`config.mk`:
```
export PLATFORM = sky130hd
export DESIGN_NAME = adc_sweep_ctrl_flat
export DESIGN_NICKNAME = d
export VERILOG_FILES = /design/src/rtl/adc_sweep_ctrl_if.sv /design/src/rtl/adc_sweep_ctrl.sv /design/src/flat_wrapper.sv
export SDC_FILE = /design/constraint.sdc
export NUM_CORES = 1
export LEC_CHECK = 0
export ABC_AREA = 1
export BUFFER_PORTS_ARGS = -buffer_cell sky130_fd_sc_hd__buf_2
export CAP_MARGIN = 20
export CORE_MARGIN = 2
export CORE_UTILIZATION = 55
export DETAILED_ROUTE_END_ITERATION = 7
export PLACE_DENSITY = 0.91
export SLEW_MARGIN = 20
export SYNTH_ARGS = -nofsm -noshare
export SYNTH_HDL_FRONTEND = slang
export SYNTH_SLANG_ARGS = --single-unit
```
`constraint.sdc`:
```
create_clock -name clk -period 5.8 [get_ports clk]
set_clock_uncertainty 0.15 [all_clocks]
set_input_delay 0.29 -clock clk [delete_from_list [all_inputs] [get_ports clk]]
set_output_delay 0.29 -clock clk [all_outputs]
set_load 0.005 [all_outputs]
```
`src/rtl/adc_sweep_ctrl_if.sv`:
```
// Command/status and RAM port B bundle between the host side and adc_sweep_ctrl.
// The master drives commands; the slave (the sequencer) drives capture-stage control, port B and status.
`timescale 1ns/1ps
interface adc_sweep_ctrl_if #(
  parameter int ADDR_W = 12,
  parameter int PASS_W = 16
);
  logic              cmd_start;
  logic              cmd_abort;
  logic [PASS_W-1:0] cmd_passes;
  logic [5:0]        cfg_odd;
  logic [5:0]        cfg_even;
  logic [ADDR_W-1:0] host_rd_addr;

  logic              adc_start;
  logic [31:0]       adc_config_odd;
  logic [31:0]       adc_config_even;
  logic [ADDR_W-1:0] ram_b_addr;
  logic              ram_b_we;
  logic [31:0]       ram_b_wr_data;
  logic              busy;
  logic              done;
  logic [PASS_W-1:0] pass_count;

  modport master (
    output cmd_start, cmd_abort, cmd_passes, cfg_odd, cfg_even, host_rd_addr,
    input  adc_start, adc_config_odd, adc_config_even, ram_b_addr, ram_b_we,
           ram_b_wr_data, busy, done, pass_count
  );

  modport slave (
    input  cmd_start, cmd_abort, cmd_passes, cfg_odd, cfg_even, host_rd_addr,
    output adc_start, adc_config_odd, adc_config_even, ram_b_addr, ram_b_we,
           ram_b_wr_data, busy, done, pass_count
  );
endinterface

```
`src/rtl/adc_sweep_ctrl.sv`:
```
// Sweep sequencer for the ADC capture/accumulate stage: clears the accumulation RAM via port B,
// releases the capture stage for N full sweeps, then freezes it and hands port B to host readout.
`timescale 1ns/1ps
module adc_sweep_ctrl #(
  parameter int ADDR_W     = 12,
  parameter int SAMPLE_CYC = 321,
  parameter int PASS_W     = 16
) (
  input logic              clk,
  input logic              reset,
  adc_sweep_ctrl_if.slave  bus
);

  localparam int SAMP_W = (SAMPLE_CYC > 1) ? $clog2(SAMPLE_CYC) : 1;
  localparam logic [SAMP_W-1:0] SAMP_LAST = SAMP_W'(SAMPLE_CYC - 1);
  localparam logic [SAMP_W-1:0] SAMP_ONE  = SAMP_W'(1);
  localparam logic [ADDR_W-1:0] ADDR_LAST = '1;
  localparam logic [ADDR_W-1:0] ADDR_ONE  = ADDR_W'(1);
  localparam logic [PASS_W-1:0] PASS_ONE  = PASS_W'(1);

  typedef enum logic [1:0] {
    S_IDLE  = 2'd0,
    S_CLEAR = 2'd1,
    S_RUN   = 2'd2
  } state_t;

  state_t              r_state;
  logic [PASS_W-1:0]   r_passes;
  logic [5:0]          r_cfg_odd;
  logic [5:0]          r_cfg_even;
  logic [SAMP_W-1:0]   r_samp_cnt;
  logic [ADDR_W-1:0]   r_addr_cnt;
  logic [ADDR_W-1:0]   r_ram_addr;
  logic                r_ram_we;
  logic                r_adc_start;
  logic                r_busy;
  logic                r_done;
  logic [PASS_W-1:0]   r_pass_count;

  logic                w_samp_wrap;
  logic                w_addr_wrap;
  logic [PASS_W-1:0]   w_pass_next;
  logic                w_run_end;

  assign w_samp_wrap = (r_samp_cnt == SAMP_LAST);
  assign w_addr_wrap = w_samp_wrap && (r_addr_cnt == ADDR_LAST);
  assign w_pass_next = r_pass_count + PASS_ONE;
  // The run ends on the very edge the final sweep wraps, so the last sample period is complete.
  assign w_run_end   = w_addr_wrap && (w_pass_next == r_passes);

  always_ff @(posedge clk or posedge reset) begin
    if (reset) begin
      r_state      <= S_IDLE;
      r_passes     <= '0;
      r_cfg_odd    <= '0;
      r_cfg_even   <= '0;
      r_samp_cnt   <= '0;
      r_addr_cnt   <= '0;
      r_ram_addr   <= '0;
      r_ram_we     <= 1'b0;
      r_adc_start  <= 1'b1;
      r_busy       <= 1'b0;
      r_done       <= 1'b0;
      r_pass_count <= '0;
    end else begin
      r_done <= 1'b0;
      if (bus.cmd_abort) begin
        r_state     <= S_IDLE;
        r_adc_start <= 1'b1;
        r_ram_we    <= 1'b0;
        r_busy      <= 1'b0;
        r_ram_addr  <= bus.host_rd_addr;
      end else begin
        case (r_state)
          S_IDLE: begin
            r_ram_addr <= bus.host_rd_addr;
            if (bus.cmd_start) begin
              r_state      <= S_CLEAR;
              r_passes     <= bus.cmd_passes;
              r_cfg_odd    <= bus.cfg_odd;
              r_cfg_even   <= bus.cfg_even;
              r_pass_count <= '0;
              r_ram_addr   <= '0;
              r_ram_we     <= 1'b1;
              r_busy       <= 1'b1;
            end
          end
          S_CLEAR: begin
            if (r_ram_addr == ADDR_LAST) begin
              r_ram_we <= 1'b0;
              if (r_passes == '0) begin
                r_state    <= S_IDLE;
                r_busy     <= 1'b0;
                r_done     <= 1'b1;
                r_ram_addr <= bus.host_rd_addr;
              end else begin
                r_state     <= S_RUN;
                r_adc_start <= 1'b0;
                r_samp_cnt  <= '0;
                r_addr_cnt  <= '0;
              end
            end else begin
              r_ram_addr <= r_ram_addr + ADDR_ONE;
            end
          end
          S_RUN: begin
            r_samp_cnt <= w_samp_wrap ? '0 : (r_samp_cnt + SAMP_ONE);
            if (w_samp_wrap) r_addr_cnt <= r_addr_cnt + ADDR_ONE;
            if (w_addr_wrap) r_pass_count <= w_pass_next;
            if (w_run_end) begin
              r_state     <= S_IDLE;
              r_adc_start <= 1'b1;
              r_busy      <= 1'b0;
              r_done      <= 1'b1;
              r_ram_addr  <= bus.host_rd_addr;
            end
          end
          default: r_state <= S_IDLE;
        endcase
      end
    end
  end

  assign bus.adc_start       = r_adc_start;
  assign bus.adc_config_odd  = {26'd0, r_cfg_odd};
  assign bus.adc_config_even = {26'd0, r_cfg_even};
  assign bus.ram_b_addr      = r_ram_addr;
  assign bus.ram_b_we        = r_ram_we;
  assign bus.ram_b_wr_data   = 32'd0;
  assign bus.busy            = r_busy;
  assign bus.done            = r_done;
  assign bus.pass_count      = r_pass_count;

endmodule

```
`src/flat_wrapper.sv`:
```
// flat-port wrapper written by rule: the top's interface ports become plain ports
module adc_sweep_ctrl_flat 
#(
  parameter int ADDR_W     = 12,
  parameter int SAMPLE_CYC = 321,
  parameter int PASS_W     = 16
)
  (clk, reset, bus_cmd_start, bus_cmd_abort, bus_cmd_passes, bus_cfg_odd, bus_cfg_even, bus_host_rd_addr, bus_adc_start, bus_adc_config_odd, bus_adc_config_even, bus_ram_b_addr, bus_ram_b_we, bus_ram_b_wr_data, bus_busy, bus_done, bus_pass_count);
  adc_sweep_ctrl_if #(.ADDR_W(ADDR_W), .PASS_W(PASS_W)) bus_i ();
  input logic clk;
  input logic reset;
  input wire logic [$bits(bus_i.cmd_start)-1:0] bus_cmd_start;
  input wire logic [$bits(bus_i.cmd_abort)-1:0] bus_cmd_abort;
  input wire logic [$bits(bus_i.cmd_passes)-1:0] bus_cmd_passes;
  input wire logic [$bits(bus_i.cfg_odd)-1:0] bus_cfg_odd;
  input wire logic [$bits(bus_i.cfg_even)-1:0] bus_cfg_even;
  input wire logic [$bits(bus_i.host_rd_addr)-1:0] bus_host_rd_addr;
  output wire logic [$bits(bus_i.adc_start)-1:0] bus_adc_start;
  output wire logic [$bits(bus_i.adc_config_odd)-1:0] bus_adc_config_odd;
  output wire logic [$bits(bus_i.adc_config_even)-1:0] bus_adc_config_even;
  output wire logic [$bits(bus_i.ram_b_addr)-1:0] bus_ram_b_addr;
  output wire logic [$bits(bus_i.ram_b_we)-1:0] bus_ram_b_we;
  output wire logic [$bits(bus_i.ram_b_wr_data)-1:0] bus_ram_b_wr_data;
  output wire logic [$bits(bus_i.busy)-1:0] bus_busy;
  output wire logic [$bits(bus_i.done)-1:0] bus_done;
  output wire logic [$bits(bus_i.pass_count)-1:0] bus_pass_count;
  assign bus_i.cmd_start = bus_cmd_start;
  assign bus_i.cmd_abort = bus_cmd_abort;
  assign bus_i.cmd_passes = bus_cmd_passes;
  assign bus_i.cfg_odd = bus_cfg_odd;
  assign bus_i.cfg_even = bus_cfg_even;
  assign bus_i.host_rd_addr = bus_host_rd_addr;
  assign bus_adc_start = bus_i.adc_start;
  assign bus_adc_config_odd = bus_i.adc_config_odd;
  assign bus_adc_config_even = bus_i.adc_config_even;
  assign bus_ram_b_addr = bus_i.ram_b_addr;
  assign bus_ram_b_we = bus_i.ram_b_we;
  assign bus_ram_b_wr_data = bus_i.ram_b_wr_data;
  assign bus_busy = bus_i.busy;
  assign bus_done = bus_i.done;
  assign bus_pass_count = bus_i.pass_count;
  adc_sweep_ctrl #(.ADDR_W(ADDR_W), .SAMPLE_CYC(SAMPLE_CYC), .PASS_W(PASS_W)) u_core (.clk(clk), .reset(reset), .bus(bus_i));
endmodule
```
==> results by group, run 1 <==
Power and ir drop
  • PD cells: 359 nW/µm²
  • Worst VDD drop: 0.000222 V
  • Internal power: 1.33 mW
  • Clock power frac: 19.3%
  • Switching Fraction: 41.6%
  • Net Switching: 947 µW
  • Leak pwr: 3.29 nW
  • Comb pwr share: 41.8%
  • Power share of the sequential group: 38.9%

Critical path
  • CP Capture Type: flop
  • FF-to-FF path depth: 9
  • Crit start category: flop
  • Worst reg2reg path startpoint: u_core.r_state[0]$_DFFE_PP0P_
  • Setup crit start: u_core.r_state[0]$_DFFE_PP0P_
  • WS Path Type: reg2reg
  • Reg-to-Reg End: u_core.bus.pass_count[10]$_DFFE_PP0P_
  • Req. time, crit path: 5.92 ns
  • Arr. time, crit path: 2.82 ns
  • Max FO, Critical Path: 25
  • R2r setup slk: 3.10 ns

Route
  • Drt pass-1 iters: 8
  • Drt wl/cell: 13.0 µm
  • Detailed-route DRC error count: 0
  • Routed wire length: 13200 µm
  • Initial DRC count: 424
  • DR vias: 5258
  • Vias/cell: 5.21
  • Antenna Violating Nets Remaining: 0

Synthesis
  • Ys async rst share: 100%
  • Synth Flop Type: dfrtp_1
  • Yosys top cell by area: dfrtp_1
  • Top-count cell post-synth: nand2_1
  • Area share of the largest cell type after synthesis: 35.1%
  • Warnings from Yosys: 0
  • Top cells by area, synth: dfrtp_1 35%, nand2_1 12%, buf_4 11%
  • Post-synthesis register bit count: 83
  • Post-Syn Instances: 782
  • Post-Syn Area: 5850 µm²
  • Mapped Avg Cell Area: 7.48 µm²
  • Sequential-to-total area share from yosys stat: 35.5%
  • Synth top cells by count: 180 x nand2_1, 86 x inv_1, 85 x buf_4
  • Synth cell types: 46
  • Number of flops mapped to enable cells by yosys: 0

Place
  • Port Buffers: 87
  • Dpl cells: 989
  • Final GP Congestion: 0.916
  • Pre-CTS setup slack: 3.19 ns
  • Detailed placer's ending HPWL: 9720 µm
  • Area after DPL: 6070 µm²

GRT
  • GR Layer Usage met2: 36.8%
  • Overflow after GRT: 0
  • Grt met3 use: 3.65%
  • Vias in the first global route: 4607
  • Global-route wire length before repair: 21300 µm
  • Largest net degree at the start of global routing: 84
  • Met1 usage: 31.6%
  • Global Route Usage Sum: 23.1%
  • Initial antenna violation count: 0
  • GR peak layer: met2

Floorplan
  • Die Width: 107 µm
  • Core footprint: 10300 µm²
  • Die area: 11500 µm²
  • Io pins: 172
  • FP Rows: 37
  • Initial core utilization: 56.7%
  • Height of the die: 107 µm

Clocking
  • Skew-Pair Late Insertion Delay: 0.36 ns
  • Postcts setup bufs: 0
  • CTS Buffer Depth: 2
  • CTS Sinks: 83
  • H-tree levels: 3
  • Post-CTS Hold Fix Bufs: 1
  • Clk pin slew, worst setup/hold paths: 0.09 ns
  • PostCTS Resize Cnt: 0
  • Inserted Clock Buffers: 9
  • Clk root buf: clkbuf_8
  • CTS tree: done

STA
  • Post-route minimum period: 2.70 ns
  • Slew margin rel.: 43.0%
  • Hold Violations, Final: 32
  • Max-slew violation count: 0
  • Final TNS setup: 0 ns
  • Fmax: 370 MHz
  • Tcrit/Tclk final: 46.5%
  • Final WS setup: 3.10 ns
  • RSZ-0062 raised after global routing: no
  • WHS: -0.0611 ns
  • Least-Margin Pin Slew: 0.854 ns
  • Final setup fails: 0

Status
  • Failing checks: negative hold slack
  • Status: finished, violations left

Finish
  • Ratio of cells with drive above 1 in the final layout: 18.1%
  • Fin area: 6330 µm²
  • Post-layout util: 61.4%
  • Nets: 922
  • Ant diodes: 0
  • Cell Count, Final, Fillers Out: 1010
  • Area Growth Syn to Fin: 8.25%

Flow run
  • Max_cap viols: 0

Worst hold path
  • Hold Path Class: in2async
==> layout make-up <==
cell class,instances,area [µm²]
Fill cell,929,3990
Multi-Input combinational cell,591,3030
Sequential cell,83,2080
Timing Repair Buffer,94,504
Inverter,90,339
Tap cell,136,170
Clock buffer,11,151
Clock inverter,5,60.1
==> layout by cell type (no fill, tap or decap), types with 3 or more instances in the layout <==
master         count
a22oi_1            5
mux2_2            12
nand4_1           17
o31ai_1            3
ha_1               9
nand3_1           45
dlygate4sd3_1      5
xor2_1            11
nor2_1            65
nand2_1          180
inv_1             85
a21boi_0           5
a21oi_1           31
xnor2_1            3
dfrtp_1           82
nor2_4             4
nor2_2             4
conb_1            84
clkbuf_8          11
nand3_2            4
nor3_1            11
o22ai_1           10
nand2_2            7
buf_2             87
o21ai_2            9
o21ai_1            4
o21ai_0           45
inv_2              4
nand2_4            3
==> routing by layer <==
layer	vias up	part of all wire (%)	routed length (µm)
li1	2546	-	-
met1	2401	41	5400
met2	283	48	6300
met3	28	9.0	1190
met4	0	2.1	277
met5	-	0	0
==> kinds of logic after synthesis <==
logic type	count (synthesis)	share of synthesized area, %
and+or+nand+nor	352	27.5
muxes	12	2.31
adders and majority gates	9	1.92
AOI/OAI and AO/OA	118	11.7
DFF	83	35.5
other	1	0.0641
buffers and inverters	191	18.1
xor gates and xnor gates	16	2.87
==> worst max-delay path, cell delays in order, from the launching register on <==
cell and delay [ns]:
dfrtp_1 0.41, inv_1 0.12, ha_1 0.15, buf_4 0.29, inv_1 0.18, o21ai_0 0.20, inv_1 0.17, o21ai_0 0.27
inv_1 0.36, o21ai_0 0.29
==> per-stage QoR <==
stage / hold slack [ns] / total power [mW]
2_1_floorplan: 0.237 / 1.60
3_3_place_gp: 0.310 / 1.79
3_5_place_dp: 0.317 / 1.83
4_1_cts: 0.0000114 / 2.27
5_1_grt: 0.0000542 / 2.45
6_report: -0.0611 / 2.28
==> worst max-delay path by stage <==
stage / endpoint / slack, ns
2_1_floorplan: u_core.bus.busy$_DFFE_PP0P_ / 3.22
3_3_place_gp: u_core.bus.pass_count[10]$_DFFE_PP0P_ / 3.23
3_5_place_dp: u_core.bus.pass_count[10]$_DFFE_PP0P_ / 3.19
4_1_cts: u_core.bus.pass_count[10]$_DFFE_PP0P_ / 3.17
5_1_grt: u_core.bus.pass_count[10]$_DFFE_PP0P_ / 2.92
6_report: u_core.bus.pass_count[10]$_DFFE_PP0P_ / 3.10
==> registers in the layout (all words and copies together), names as in the netlist <==
register,cells
u_core.r_cfg_even,6
u_core.bus.busy,1
u_core.bus.ram_b_we,1
u_core.r_passes,16
u_core.r_cfg_odd,6
u_core.r_samp_cnt,9
u_core.bus.done,1
u_core.r_addr_cnt,12
u_core.r_state,2
u_core.bus.pass_count,16
u_core.bus.ram_b_addr,12
u_core.bus.adc_start,1
==> power by group through the flow <==
stage                     registers, mW  clock network (mW)  logic [mW]
after floorplan                   0.876                   0       0.725
after global placement            0.884                   0       0.907
after detailed placement          0.893                   0       0.933
after CTS                         0.882               0.448       0.942
after global routing              0.908               0.479        1.07
final                             0.886               0.439       0.952
(Power assumes the default switching activity.)
==> inputs of run 2 (changes only) <==
--- a/config.mk
+++ b/config.mk
@@ -5,13 +5,13 @@
 export SDC_FILE = /design/constraint.sdc
 export NUM_CORES = 1
 export LEC_CHECK = 0
-export ABC_AREA = 1
+export ABC_AREA = 0
 export BUFFER_PORTS_ARGS = -buffer_cell sky130_fd_sc_hd__buf_2
 export CAP_MARGIN = 20
 export CORE_MARGIN = 2
-export CORE_UTILIZATION = 55
+export CORE_UTILIZATION = 52
 export DETAILED_ROUTE_END_ITERATION = 7
-export PLACE_DENSITY = 0.91
+export PLACE_DENSITY = 0.88
 export SLEW_MARGIN = 20
 export SYNTH_ARGS = -nofsm -noshare
 export SYNTH_HDL_FRONTEND = slang
==> constraint.sdc (replaced) <==
create_clock -name clk -period 2.61 [get_ports clk]
set_clock_uncertainty 0.15 [all_clocks]
set_input_delay 0.1305 -clock clk [delete_from_list [all_inputs] [get_ports clk]]
set_output_delay 0.1305 -clock clk [all_outputs]
set_load 0.005 [all_outputs]
==> run 2 against run 1 <==
The flow finishes with violations (negative setup slack). Critical path depth unchanged. Count of clock-buffer cells in the layout down 2. Core utilization up 10 points. Largest cell class unchanged. Highest routed layer unchanged.
==> results by group, run 2 <==
Status
  • Status: finished, violations left
  • Failing checks: negative setup slack

STA
  • Final WS setup: -0.400 ns (-3.50 ns)
  • Final setup fails: 18 (+18)
  • Slew margin rel.: 63.2% (+20 points)
  • Fmax: 332 MHz (-10%)
  • Final TNS setup: -5.45 ns (-5.45 ns)
  • Tcrit/Tclk final: 115% (+69 points)
  • Max-slew violation count: 0 (unchanged)
  • RSZ-0062 raised after global routing: yes
  • Post-route minimum period: 3.01 ns (+0.310 ns)
  • WHS: 0.0671 ns (+0.128 ns)
  • Least-Margin Pin Slew: 0.548 ns (-0.306 ns)
  • Hold Violations, Final: 0 (-100%)

Clocking
  • Inserted Clock Buffers: 9 (unchanged)
  • Skew-Pair Late Insertion Delay: 0.39 ns (+0.03 ns)
  • Clk root buf: clkbuf_8
  • H-tree levels: 3 (unchanged)
  • CTS Sinks: 83 (unchanged)
  • CTS Buffer Depth: 2 (unchanged)
  • Clk pin slew, worst setup/hold paths: 0.09 ns (about the same)
  • CTS tree: done

Finish
  • Nets: 879 (-4.7%)
  • Commonest cells after routing, fill and taps aside: 97 x buf_4, 87 x buf_2, 84 x conb_1, 80 x dfrtp_1, 42 x nand2_1
  • Ant diodes: 0 (unchanged)
  • Ratio of cells with drive above 1 in the final layout: 34.8% (+17 points)
  • Area Growth Syn to Fin: 32.9%
  • Commonest non-fill, non-tap cell in the layout: buf_4

Floorplan
  • Initial core utilization: 53.7% (-3.0 points)
  • Die area: 11600 µm² (+0.63%)
  • Core footprint: 10400 µm² (+0.45%)
  • Height of the die: 107 µm (+0.31%)
  • Io pins: 172 (unchanged)
  • FP Rows: 37 (unchanged)
  • Die Width: 107 µm (+0.31%)

Route
  • Detailed-route DRC error count: 0 (unchanged)
  • Initial DRC count: 361 (-15%)
  • Antenna Violating Nets Remaining: 0 (unchanged)
  • Vias/cell: 5.64 (+8.4%)
  • Drt wl/cell: 16.9 µm (+30%)
  • DR vias: 5451 (+3.7%)
  • Drt pass-1 iters: 5 (-3)
  • Routed wire length: 16300 µm (+24%)

Worst hold path
  • Hold Path Class: in2reg
  • Worst hold path depth: 4

Synthesis
  • Mapped Avg Cell Area: 9.19 µm² (+23%)
  • Yosys top cell by area: dfrtp_1
  • Top-count cell post-synth: buf_4
  • Post-synthesis register bit count: 83 (unchanged)
  • Synth top cells by count: 84 x buf_4, 82 x dfrtp_1, 42 x nand2_1, 42 x o21ai_0, 40 x nor2_1
  • Post-Syn Instances: 606 (-23%)
  • Number of flops mapped to enable cells by yosys: 0 (unchanged)
  • Synth cell types: 71 (+54%)
  • Ys async rst share: 100% (unchanged)
  • Top cells by area, synth: dfrtp_1 37%, buf_4 11%, mux2_2 6.3%
  • Warnings from Yosys: 0 (unchanged)
  • Post-Syn Area: 5570 µm² (-4.8%)
  • Area share of the largest cell type after synthesis: 36.9% (+1.8 points)
  • Synth Flop Type: dfrtp_1
  • Sequential-to-total area share from yosys stat: 37.3% (+1.8 points)

Critical path
  • Top cell by count, worst path: or4_4
  • R2r setup slk: -0.40 ns (-3.50 ns)
  • Crit start category: flop
  • WS Path Type: reg2reg
  • FF-to-FF path depth: 9 (unchanged)
  • Req. time, crit path: 2.73 ns (-3.19 ns)
  • Worst reg2reg path startpoint: u_core.r_samp_cnt[0]$_DFFE_PP0P_
  • Setup crit start: u_core.r_samp_cnt[0]$_DFFE_PP0P_
  • Max incr delay on CP: 0.54 ns (+0.13 ns)
  • Worst path slowest cell: or4_4
  • Cells along the critical path: inv_2 -> ha_1 -> and4b_2 -> nand2_2 -> or4_4 -> or4_4 -> nor4b_4 -> o311ai_4 -> mux2_4
  • Arr. time, crit path: 3.13 ns (+0.31 ns)
  • Max FO, Critical Path: 5 (-80%)
  • CP Capture Type: flop
  • Reg-to-Reg End: u_core.bus.ram_b_addr[0]$_DFFE_PP0P_
  • Setup crit end: u_core.bus.ram_b_addr[0]$_DFFE_PP0P_

Flow run
  • Max_cap viols: 0 (unchanged)

Power and ir drop
  • Leak pwr: 3.51 nW (+6.6%)
  • Worst VDD drop: 0.000517 V (+130%)
  • PD cells: 732 nW/µm² (+100%)

Place
  • Final GP Congestion: 0.960 (+4.8%)
  • Detailed placer's ending HPWL: 10900 µm (+12%)
  • Port Buffers: 87 (unchanged)

GRT
  • Global-route wire length before repair: 26200 µm (+23%)
  • Largest net degree at the start of global routing: 56 (-33%)
  • Global Route Usage Sum: 28.7% (+5.6 points)
  • Vias in the first global route: 5384 (+17%)
  • Overflow after GRT: 0 (unchanged)
  • Initial antenna violation count: 0 (unchanged)
## run 2: cell types whose count changed in the layout (fill, tap and decap cells not counted), sizes merged, moves of 14 or more
cell | before | now
xnor2 | 3 | 17
nand2 | 190 | 43
buf | 89 | 190
nand3 | 50 | 24
mux2 | 12 | 32
dlygate4sd3 | 5 | 41
nor2 | 74 | 40
o21ai | 58 | 44
inv | 90 | 23
## run 2: critical path, delay by kind of cell (launching register included)
| kind | cells | cell delay, ns |
|---|---|---|
| and+or+nand+nor | 5 | 1.65 |
| DFF | 1 | 0.40 |
| muxes | 1 | 0.33 |
| AOI/OAI and AO/OA | 1 | 0.17 |
| adders and majority gates | 1 | 0.14 |
| buffers and inverters | 1 | 0.06 |
## run 2: layer usage
metal / GRT usage [%] / up-vias / share of wire, % / wire, µm
met5: 0 / - / 0 / 0
met4: 9.52 / 0 / 2.3 / 380
met3: 6.54 / 52 / 8.4 / 1370
met2: 49.8 / 339 / 51 / 8290
met1: 35.4 / 2605 / 38 / 6270
li1: - / 2455 / - / -
## run 2: through the flow
stage | cells | worst slack (ns) | cell area, µm² | utilization [%] | power (mW)
final | 966 | -0.400 | 7400 | 71.3 | 5.41
after global routing | 966 | -0.490 | 7400 | 71.3 | 5.72
after CTS | 962 | -0.337 | 7280 | 70.2 | 5.22
after detailed placement | 902 | -0.393 | 6520 | 62.9 | 4.18
after global placement | 902 | -0.316 | 6520 | 62.9 | 4.06
after floorplan | 689 | -0.342 | 5900 | - | 3.36
## run 2: report_power, final
part | switching (mW) | total, mW | internal, mW
sequential | 0.400 | 2.05 | 1.65
combinational | 1.29 | 2.48 | 1.19
clock | 0.533 | 0.884 | 0.351
total | 2.22 | 5.41 | 3.19
## run 2: cell families (layout without fill, tap and decap cells)
kind of cell               Yosys count  in the layout  share of synthesized area (%)
other                                1             84                         0.0674
adders and majority gates            9              9                           2.02
DFF                                 83             83                           37.3
muxes                               34             34                           6.90
buffers and inverters              126            267                           14.3
and+or+nand+nor                    206            206                           20.8
xor gates and xnor gates            32             32                           5.03
AOI/OAI and AO/OA                  115            115                           13.6
## run 2: final cells by class
cell class,count,area (µm²)
Fill cell,737,2970
Sequential cell,83,2080
Clock buffer,9,124
Tap cell,136,170
Inverter,21,80.1
Clock inverter,6,47.5
Multi-Input combinational cell,480,3240
Timing Repair Buffer,231,1650
## run 2: how the worst min path moves through the flow
stage | end | startpoint
6_report | u_core.bus.ram_b_we$_DFFE_PP0P_ | bus_cmd_start
5_1_grt | u_core.bus.ram_b_we$_DFFE_PP0P_ | bus_cmd_start
4_1_cts | u_core.bus.ram_b_we$_DFFE_PP0P_ | bus_cmd_start
3_5_place_dp | u_core.r_cfg_odd[4]$_DFFE_PP0P_ | reset
3_3_place_gp | u_core.r_cfg_even[3]$_DFFE_PP0P_ | reset
2_1_floorplan | u_core.r_cfg_even[0]$_DFFE_PP0P_ | bus_cfg_even[0]
## run 2: timing repair
action / in CTS / in global routing
endpoints found under the hold margin: 67 / 0
endpoints found under the setup margin: 21 / 41
buffers inserted: 4 / 4
resized for setup: 26 / 20
hold buffers: 41 / 0
pin swaps: 13 / 8
==> inputs of run 3 (changes only) <==
--- a/config.mk
+++ b/config.mk
@@ -12,6 +12,7 @@
 export CORE_UTILIZATION = 52
 export DETAILED_ROUTE_END_ITERATION = 7
 export PLACE_DENSITY = 0.88
+export SETUP_SLACK_MARGIN = 0.05
 export SLEW_MARGIN = 20
 export SYNTH_ARGS = -nofsm -noshare
 export SYNTH_HDL_FRONTEND = slang
==> run 3 against run 2 <==
The run still ends with negative setup slack left. Non-clock buffer count unchanged. Final cell count up 0.10%. Sequential cell count unchanged. Final area up 0.17%. Setup slack better by 0.019 ns. Power up 4.2%. Global-route usage up 1.2 points.
==> results by group, run 3 (same netlist as run 2, synthesis figures left out) <==
Critical path
  • Req. time, crit path: 2.74 ns (about the same)
  • Crit start category: flop
  • Reg-to-Reg End: u_core.bus.ram_b_addr[0]$_DFFE_PP0P_
  • Setup crit end: u_core.bus.ram_b_addr[0]$_DFFE_PP0P_
  • WS Path Type: reg2reg
  • Setup crit start: u_core.r_samp_cnt[0]$_DFFE_PP0P_
  • Worst reg2reg path startpoint: u_core.r_samp_cnt[0]$_DFFE_PP0P_
  • Max FO, Critical Path: 5 (unchanged)
  • Arr. time, crit path: 3.12 ns (about the same)
  • CP Capture Type: flop
  • R2r setup slk: -0.38 ns (+0.02 ns)
  • FF-to-FF path depth: 9 (unchanged)

Route
  • Antenna Violating Nets Remaining: 0 (unchanged)
  • Drt wl/cell: 18.7 µm (+11%)
  • Detailed-route DRC error count: 0 (unchanged)
  • Vias/cell: 5.97 (+5.7%)
  • DR vias: 5769 (+5.8%)
  • Drt pass-1 iters: 6 (+1)
  • Initial DRC count: 519 (+44%)
  • Routed wire length: 18100 µm (+11%)

GRT
  • Overflow after GRT: 0 (unchanged)
  • Initial antenna violation count: 0 (unchanged)
  • Vias in the first global route: 5495 (+2.1%)
  • Global Route Usage Sum: 29.9% (+1.2 points)
  • Global-route wire length before repair: 27000 µm (+2.8%)
  • Largest net degree at the start of global routing: 42 (-25%)

Power and ir drop
  • Worst VDD drop: 0.000722 V (+40%)
  • Leak pwr: 3.54 nW (+0.80%)
  • PD cells: 761 nW/µm² (+4.1%)

STA
  • Least-Margin Pin Slew: 0.502 ns (-0.0458 ns)
  • Final setup fails: 20 (+2)
  • RSZ-0062 raised after global routing: yes
  • Fmax: 334 MHz (+0.64%)
  • Tcrit/Tclk final: 115% (-0.73 points)
  • Final WS setup: -0.380 ns (+0.0191 ns)
  • Max-slew violation count: 0 (unchanged)
  • Slew margin rel.: 66.5% (+3.2 points)
  • Final TNS setup: -5.83 ns (-0.380 ns)
  • Hold Violations, Final: 0 (unchanged)
  • Post-route minimum period: 2.99 ns (-0.0191 ns)

Clocking
  • H-tree levels: 3 (unchanged)
  • CTS Buffer Depth: 2 (unchanged)
  • Inserted Clock Buffers: 9 (unchanged)
  • Skew-Pair Late Insertion Delay: 0.39 ns (about the same)
  • Clk pin slew, worst setup/hold paths: 0.10 ns (about the same)
  • CTS tree: done
  • Clk root buf: clkbuf_8
  • CTS Sinks: 83 (unchanged)

Finish
  • Commonest non-fill, non-tap cell in the layout: buf_4
  • Area Growth Syn to Fin: 33.1%
  • Ratio of cells with drive above 1 in the final layout: 34.2% (-0.64 points)
  • Ant diodes: 0 (unchanged)
  • Nets: 879 (unchanged)
  • Commonest cells after routing, fill and taps aside: 99 x buf_4, 87 x buf_2, 84 x conb_1, 82 x dfrtp_1, 42 x nand2_1

Floorplan
  • Core footprint: 10400 µm² (unchanged)
  • Io pins: 172 (unchanged)
  • Initial core utilization: 53.7% (unchanged)
  • Die Width: 107 µm (unchanged)
  • FP Rows: 37 (unchanged)
  • Height of the die: 107 µm (unchanged)
  • Die area: 11600 µm² (unchanged)

Place
  • Pre-CTS setup slack: -0.430 ns (-0.0372 ns)
  • Detailed placer's ending HPWL: 11400 µm (+4.8%)
  • Final GP Congestion: 0.895 (-6.8%)
  • Port Buffers: 87 (unchanged)

Flow run
  • Max_cap viols: 0 (unchanged)

Status
  • Failing checks: negative setup slack
  • Status: finished, violations left

Worst hold path
  • Hold Path Class: in2reg
  • Worst hold path depth: 4 (unchanged)
-- run 3: worst min path at each step --
| stage | startpoint | endpoint | slack [ns] |
|---|---|---|---|
| 3_5_place_dp | reset | u_core.r_passes[6]$_DFFE_PP0P_ | -0.002 |
| 2_1_floorplan | bus_cfg_even[0] | u_core.r_cfg_even[0]$_DFFE_PP0P_ | 0.13 |
| 3_3_place_gp | reset | u_core.r_cfg_odd[3]$_DFFE_PP0P_ | -0.02 |
| 5_1_grt | bus_cmd_start | u_core.bus.ram_b_we$_DFFE_PP0P_ | 0.06 |
| 4_1_cts | bus_cmd_start | u_core.bus.ram_b_we$_DFFE_PP0P_ | 0.05 |
| 6_report | bus_cmd_start | u_core.bus.ram_b_we$_DFFE_PP0P_ | 0.04 |
-- run 3: worst max-delay path: stages, from the launching register on --
cell and delay, ns:
dfrtp_1 0.41, inv_2 0.09, ha_4 0.12, and4b_1 0.23
nand2_2 0.08, or4_4 0.44, or4_4 0.55, nor4b_4 0.30
o311ai_4 0.18, mux2_4 0.33
-- run 3: stage by stage --
stage | instances | utilization (%) | power (mW) | hold slack, ns | cell area, µm²
finish | 967 | 71.5 | 5.64 | 0.0415 | 7410
global placement | 903 | 63.2 | 4.10 | -0.0191 | 6550
global route | 967 | 71.5 | 5.90 | 0.0648 | 7410
floorplan | 689 | - | 3.37 | 0.131 | 5910
CTS | 963 | 70.1 | 5.39 | 0.0484 | 7270
detailed placement | 903 | 63.2 | 4.23 | -0.00174 | 6550
-- run 3: power breakdown --
group	switching [mW]	internal, mW	total [mW]
sequential	0.408	1.65	2.06
clock	0.594	0.471	1.06
combinational	1.30	1.22	2.52
total	2.30	3.34	5.64
-- run 3: layout make-up --
| type | count | area, µm² |
|---|---|---|
| timing repair buffer | 231 | 1660 |
| sequential | 83 | 2080 |
| tap | 136 | 170 |
| fill | 725 | 2960 |
| clock buffer | 9 | 124 |
| multi-input combinational | 480 | 3200 |
| clock inverter | 7 | 93.8 |
| inverter | 21 | 80.1 |
-- run 3: routing by layer --
metal	global-route usage, %	part of all wire, %	vias up
met5	0	0	-
met4	16.1	5.3	0
met3	4.96	9.6	105
met2	51.6	49	461
met1	35.5	36	2746
li1	-	-	2457
-- run 3: what timing repair did --
item	in CTS	in global routing
hold buffers	40	0
resized for setup	15	21
setup endpoints to repair	33	34
hold endpoints to repair	100	0
pin swaps	2	4
cloned	0	0
buffers inserted	4	4
